File: config.mk
export PLATFORM = sky130hd
export DESIGN_NAME = ascon_perm_engine
export DESIGN_NICKNAME = d
export VERILOG_FILES = /design/src/rtl/ascon_pkg.sv /design/src/rtl/ascon_permutation_1p.sv /design/src/rtl/ascon_perm_engine.sv
export SDC_FILE = /design/constraint.sdc
export NUM_CORES = 2
export LEC_CHECK = 0
export CORE_AREA = 2 2 251 253
export CTS_CLUSTER_SIZE = 30
export DETAILED_ROUTE_END_ITERATION = 10
export DIE_AREA = 0 0 253 255
export HOLD_SLACK_MARGIN = 0.03
export PLACE_DENSITY = 0.75
export SYNTH_ARGS = -nofsm -noshare
export SYNTH_HDL_FRONTEND = slang
export SYNTH_SLANG_ARGS = --single-unit
File: constraint.sdc
create_clock -name clk -period 2.5 [get_ports clk]
set_clock_uncertainty 0.15 [all_clocks]
set_input_delay 0.75 -clock clk [delete_from_list [all_inputs] [get_ports clk]]
set_output_delay 0.75 -clock clk [all_outputs]
set_load 0.02 [all_outputs]
File: src/rtl/ascon_pkg.sv
// Shared definitions for the ASCON permutation engine: round counts, encodings,
// FSM states and the round-constant / rotation helpers.
package ascon_pkg;

   localparam int unsigned ROUNDS_P12 = 12;
   localparam int unsigned ROUNDS_P8  = 8;
   localparam int unsigned ROUNDS_P6  = 6;

   typedef enum logic [1:0] {
      SEL_P12  = 2'b00,
      SEL_P8   = 2'b01,
      SEL_P6   = 2'b10,
      SEL_RSVD = 2'b11
   } rounds_sel_e;

   typedef enum logic [1:0] {
      ST_IDLE = 2'b00,
      ST_RUN  = 2'b01,
      ST_DONE = 2'b10
   } state_e;

   // Five 64-bit words, element 0 is x0.
   typedef logic [4:0][63:0] ascon_state_t;

   // rc(i) = ((15 - i) << 4) | i; for a 4-bit i the high nibble is simply ~i.
   function automatic logic [7:0] rc(input logic [3:0] i);
      return {~i, i};
   endfunction

   function automatic logic [63:0] rotr(input logic [63:0] v, input int unsigned n);
      return (v >> n) | (v << (64 - n));
   endfunction

   // First round index for a job: 12 - n; the reserved encoding runs all 12.
   function automatic logic [3:0] start_idx(input logic [1:0] sel);
      case (sel)
         SEL_P8:  return 4'(ROUNDS_P12 - ROUNDS_P8);
         SEL_P6:  return 4'(ROUNDS_P12 - ROUNDS_P6);
         default: return 4'd0;
      endcase
   endfunction

endpackage

File: src/rtl/ascon_permutation_1p.sv
// One combinational ASCON round: constant addition, bitsliced 5-bit S-box and
// linear diffusion layer.
module ascon_permutation_1p
   import ascon_pkg::*;
(
   input  logic [63:0] x0_i,
   input  logic [63:0] x1_i,
   input  logic [63:0] x2_i,
   input  logic [63:0] x3_i,
   input  logic [63:0] x4_i,
   input  logic [7:0]  rc_i,
   output logic [63:0] x0_o,
   output logic [63:0] x1_o,
   output logic [63:0] x2_o,
   output logic [63:0] x3_o,
   output logic [63:0] x4_o
);

   logic [63:0] a0, a1, a2, a3, a4;
   logic [63:0] b0, b1, b2, b3, b4;
   logic [63:0] s0, s1, s2, s3, s4;

   assign a0 = x0_i ^ x4_i;
   assign a1 = x1_i;
   assign a2 = x2_i ^ {56'd0, rc_i} ^ x1_i;
   assign a3 = x3_i;
   assign a4 = x4_i ^ x3_i;

   // Chi-like core of the S-box.
   assign b0 = a0 ^ (~a1 & a2);
   assign b1 = a1 ^ (~a2 & a3);
   assign b2 = a2 ^ (~a3 & a4);
   assign b3 = a3 ^ (~a4 & a0);
   assign b4 = a4 ^ (~a0 & a1);

   assign s0 = b0 ^ b4;
   assign s1 = b1 ^ b0;
   assign s2 = ~b2;
   assign s3 = b3 ^ b2;
   assign s4 = b4;

   assign x0_o = s0 ^ rotr(s0, 19) ^ rotr(s0, 28);
   assign x1_o = s1 ^ rotr(s1, 61) ^ rotr(s1, 39);
   assign x2_o = s2 ^ rotr(s2, 1)  ^ rotr(s2, 6);
   assign x3_o = s3 ^ rotr(s3, 10) ^ rotr(s3, 17);
   assign x4_o = s4 ^ rotr(s4, 7)  ^ rotr(s4, 41);

endmodule

File: src/rtl/ascon_perm_engine.sv
// Iterative ASCON permutation engine (p12/p8/p6) with valid/ready handshakes,
// applying ROUNDS_PER_CYCLE chained rounds per clock.
module ascon_perm_engine
   import ascon_pkg::*;
#(
   parameter int unsigned ROUNDS_PER_CYCLE = 1
) (
   input  logic        clk,
   input  logic        rst,
   input  logic        in_valid,
   output logic        in_ready,
   input  logic [1:0]  rounds_sel,
   input  logic [63:0] x0_i,
   input  logic [63:0] x1_i,
   input  logic [63:0] x2_i,
   input  logic [63:0] x3_i,
   input  logic [63:0] x4_i,
   output logic        out_valid,
   input  logic        out_ready,
   output logic [63:0] x0_o,
   output logic [63:0] x1_o,
   output logic [63:0] x2_o,
   output logic [63:0] x3_o,
   output logic [63:0] x4_o,
   output logic        busy
);

   localparam logic [3:0] LAST_START = 4'(ROUNDS_P12 - ROUNDS_PER_CYCLE);

   state_e       state_q, state_d;
   logic [3:0]   idx_q, idx_d;
   ascon_state_t st_q, st_d;

   ascon_state_t chain [ROUNDS_PER_CYCLE + 1];

   assign chain[0] = st_q;

   for (genvar g = 0; g < ROUNDS_PER_CYCLE; g++) begin : g_round
      ascon_permutation_1p u_round (
         .x0_i (chain[g][0]),
         .x1_i (chain[g][1]),
         .x2_i (chain[g][2]),
         .x3_i (chain[g][3]),
         .x4_i (chain[g][4]),
         .rc_i (rc(4'(idx_q + 4'(g)))),
         .x0_o (chain[g+1][0]),
         .x1_o (chain[g+1][1]),
         .x2_o (chain[g+1][2]),
         .x3_o (chain[g+1][3]),
         .x4_o (chain[g+1][4])
      );
   end

   // NOTE: every _d gets its hold value first, so no path can infer a latch.
   always_comb begin
      state_d = state_q;
      idx_d   = idx_q;
      st_d    = st_q;
      case (state_q)
         ST_IDLE: begin
            if (in_valid) begin
               st_d    = {x4_i, x3_i, x2_i, x1_i, x0_i};
               idx_d   = start_idx(rounds_sel);
               state_d = ST_RUN;
            end
         end
         ST_RUN: begin
            st_d  = chain[ROUNDS_PER_CYCLE];
            idx_d = idx_q + 4'(ROUNDS_PER_CYCLE);
            if (idx_q >= LAST_START) begin
               state_d = ST_DONE;
            end
         end
         ST_DONE: begin
            if (out_ready) begin
               state_d = ST_IDLE;
            end
         end
         default: state_d = ST_IDLE;
      endcase
   end

   // NOTE: the state words are reset as well, so an aborted job leaves no data
   // on x*_o.
   always_ff @(posedge clk) begin
      if (rst) begin
         state_q <= ST_IDLE;
         idx_q   <= 4'd0;
         st_q    <= '0;
      end else begin
         state_q <= state_d;
         idx_q   <= idx_d;
         st_q    <= st_d;
      end
   end

   assign in_ready  = (state_q == ST_IDLE);
   assign out_valid = (state_q == ST_DONE);
   assign busy      = (state_q == ST_RUN) || (state_q == ST_DONE);

   assign x0_o = st_q[0];
   assign x1_o = st_q[1];
   assign x2_o = st_q[2];
   assign x3_o = st_q[3];
   assign x4_o = st_q[4];

endmodule

==> metrics.md <==
| Metric | Value |
|---|---|
| Outcome | finished with violations |
| Failing checks | negative setup slack |
| Synth Area in Adders | 0.0808 |
| Setup crit start | x2_o[5] |
| CP Launch Type | flip-flop |
| Synth Area per Inst | 9.52 um2 |
| Htree depth | 2 |
| Worst hold path type | flip-flop to flip-flop |
| DR vias/cell | 5.97 |
| Slew HR | 0.418 |
| Max cap viols | 0 |
| Sequential share of the synthesized area | 0.226 |
| Pre-CTS setup slack | -0.248 ns |
| Crit Path Class | flip-flop to flip-flop |
| Mux share of post-synthesis cell area | 0.0132 |
| CTS buffer count | 43 |
| Pins over their slew limit | 0 |
| Fmax achieved | just under 0.4 GHz |
| Fillers | approximately 5,100 |
| Grt ovf | 0 |
| Final min period | about 2.5 ns |
| Fraction of layout cells with a size suffix above 1 | 0.237 |
| CTS Sinks | approximately 330 |
| Site row count | 92 |
| Synth top area share | 0.226 |
| Setup TNS | -0.0207 ns |
| Cell Count, Final, Fillers Out | 5,103 |
| Die area | approximately 65,000 um2 |
| Design Area, Final | between 40,000 and 50,000 um2 |
| EDFF count, synth | 0 |
| DIE HEIGHT | 255 um |
| Root Driver | clkbuf_16 |
| CTS tree | yes |
| Pre-antenna DRT Iters | 10 |
| Core area | a little over 60,000 um2 |
| Synth Area in Compound Gates | 0.169 |
| Area of the mapped netlist | ~29,000 um2 |
| HPWL after DPL | roughly 130,000 um |
| Largest family of logic cells by synthesized area | XOR/XNOR gates |
| Chip Width | 253 um |
| Seq cells post-synth | between 300 and 400 |
| Post-synthesis cell count | about 3,000 |
| Syn nets | roughly 3,500 |
| Post-synth ARST share | 0 |
| Largest net degree at the start of global routing | roughly 120 |
| Placed cell area | 41,800 um2 |
| Clock Path Buffers | 3 |
| Least-Margin Pin Slew | roughly 0.87 ns |
| Vias in the first global route | 29,000 |
| Synth-to-Final Area Change | 50.1% |
| Ports | 649 |
| Post-DR wirelength/cell | 31.3 um |
| Clk pin slew, worst setup/hold paths | ~0.060 ns |
| Top cells by area, synth | dfxtp_1 (23%), xnor2_1 (14%), xor2_1 (8.4%), xnor3_1 (8.3%), xnor2_2 (7.9%) |
| # DRC | 0 |
| Final Hold Fails | 0 |
| Syn. warnings | 0 |
| Synth cell types | 42 |
| FF+latch area | 6570 um2 |
| CP endpoint kind | flip-flop |
| Final period util | 1.01 |
| Placed cell count | between 5,000 and 6,000 |
| Starting Density | 0.465 |
| First-iteration detailed-routing DRC count | about 3,700 |
| Routed Antenna Nets | 0 |
| Ys flop type | dfxtp_1 |
| Number of vias in the routed layout | around 30,000 |
| Simple-gate share of the synthesized area | 0.0479 |
| Clk Latency, worst-skew pair | approximately 0.60 ns |
| Critical path required time | roughly 2.8 ns |
| Hold Path Origin | x4_o[5] |
| Port Buffer Count | between 600 and 700 |
| Fin worst setup slack | -0.0153 ns |
| Gr usage total | 0.480 |
| Initial antenna violation count | 7 |
| Routed WL | around 160,000 um |
| CP Max Fanout | 3 |
| Setup violators final | 2 |
| Arrival time at the worst endpoint | 2.84 ns |
| Synth Area in XOR/XNOR | 0.417 |
| Final nets | between 4,000 and 5,000 |
| RePlAce Congestion | 1.08 |
| Area of the multi-input gates | 21,400 um2 |
| First-pass GRT wire length | 216,000 um |
| Cell taking the most area after synthesis | dfxtp_1 |
| Worst r2r src | x2_o[5] |
[cell type report]
class                      count  share of cell area
sequential                   326               0.152
tap                          799              0.0231
clock buffer                  59              0.0293
antenna                        2            0.000115
clock inverter                20             0.00774
timing repair buffer        1342               0.278
multi-input combinational   2357               0.493
inverter                     198              0.0171
[worst max-delay path, stage by stage (launching register included)]
cell and delay [ns]:
dfxtp_1 0.34, xnor2_2 0.23, ha_2 0.26, xor2_2 0.19, xnor2_2 0.14, buf_6 0.17
xnor3_2 0.50, o221a_1 0.25, o21a_1 0.17
[worst paths after layout]
kind / cells past startpoint / to / slack, ns
worst min-delay path: 2 / x4_o[5] / 0.37
worst max register to register: 8 / x0_o[50] / -0.02
worst min register to register: 2 / x4_o[5] / 0.37
worst max-delay path: 8 / x0_o[50] / -0.02
[registers in the layout, indices dropped and copies added, names as in the netlist]
signal / count
x0_o: 64
x1_o: 64
x2_o: 64
x3_o: 64
x4_o: 64
idx_q: 4
state_q: 2
[through the flow]
stage	utilization	hold WS [ns]
finish	0.697	0.375
global route	0.697	0.396
CTS	0.693	0.368
floorplan	-	0.389
global placement	0.672	0.346
detailed placement	0.672	0.350
[per-layer routing]
metal	GRT usage	wire length, um	share of wire
met1	0.608	59800	0.37
met2	0.747	69500	0.44
met3	0.105	17900	0.11
met4	0.298	12500	0.078
met5	0	48	0.00030
[kinds of logic (layout without fill, tap and decap cells)]
kind of cell | after synthesis | count (layout)
and+or+nand+nor | 351 | 351
buffers and inverters | 350 | 1619
muxes | 38 | 38
xor gates and xnor gates | 1018 | 1018
DFF | 326 | 326
other | 0 | 2
AOI/OAI and AO/OA | 752 | 752
adders and majority gates | 198 | 198
[cell usage after synthesis (2+ instances only)]
| cell type | count |
|---|---|
| a211oi_1 | 2 |
| a211o_1 | 5 |
| nor2_1 | 160 |
| o221a_1 | 4 |
| nor3_1 | 6 |
| inv_1 | 191 |
| o21ai_0 | 115 |
| nor4b_1 | 8 |
| and2_1 | 4 |
| inv_2 | 7 |
| a31oi_1 | 20 |
| ha_1 | 135 |
| a222oi_1 | 64 |
| o221ai_1 | 8 |
| xnor3_1 | 107 |
| clkbuf_1 | 135 |
| a21oi_1 | 201 |
| buf_2 | 7 |
| xor2_2 | 10 |
| xnor2_1 | 448 |
| o21a_1 | 5 |
| dfxtp_1 | 326 |
| mux2i_1 | 38 |
| a22o_1 | 60 |
| xnor2_2 | 140 |
| a22oi_1 | 93 |
| maj3_2 | 12 |
| maj3_1 | 51 |
| nand2_1 | 169 |
| a21o_1 | 63 |
| buf_1 | 10 |
| and3_1 | 2 |
| o22ai_1 | 42 |
| xor3_1 | 36 |
| o21ai_1 | 66 |
| xor2_1 | 277 |
[cells in the final DEF, fill, tap and decap left out, drive strengths merged, types with 5 or more instances in the layout]
| cell type | synthesis | layout |
|---|---|---|
| a222oi | 64 | 64 |
| a211o | 5 | 5 |
| a31oi | 20 | 20 |
| xor3 | 36 | 36 |
| o21a | 5 | 5 |
| o221ai | 8 | 8 |
| clkdlybuf4s15 | 0 | 5 |
| dlygate4sd2 | 0 | 314 |
| clkbuf | 135 | 59 |
| ha | 135 | 135 |
| xor2 | 287 | 287 |
| clkdlybuf4s50 | 0 | 325 |
| xnor3 | 107 | 107 |
| dfxtp | 326 | 326 |
| inv | 198 | 199 |
| nand2 | 169 | 169 |
| clkinv | 0 | 9 |
| nor2 | 160 | 160 |
| buf | 17 | 696 |
| a22o | 60 | 60 |
| a21o | 63 | 63 |
| maj3 | 63 | 63 |
| o22ai | 42 | 42 |
| bufinv | 0 | 9 |
| xnor2 | 588 | 588 |
| a22oi | 93 | 93 |
| nor4b | 8 | 8 |
| mux2i | 38 | 38 |
| o21ai | 181 | 181 |
| a21oi | 201 | 201 |
| nor3 | 6 | 6 |
[timing repair]
item	CTS	global route
pin swaps	2	13
setup buffers	2	4
gates resized for setup	364	45
endpoints found under the setup margin	335	45
hold buffers	0	0
Power is not shown: default switching activity piles up to over one toggle a cycle in this logic, so the estimate is an artifact.
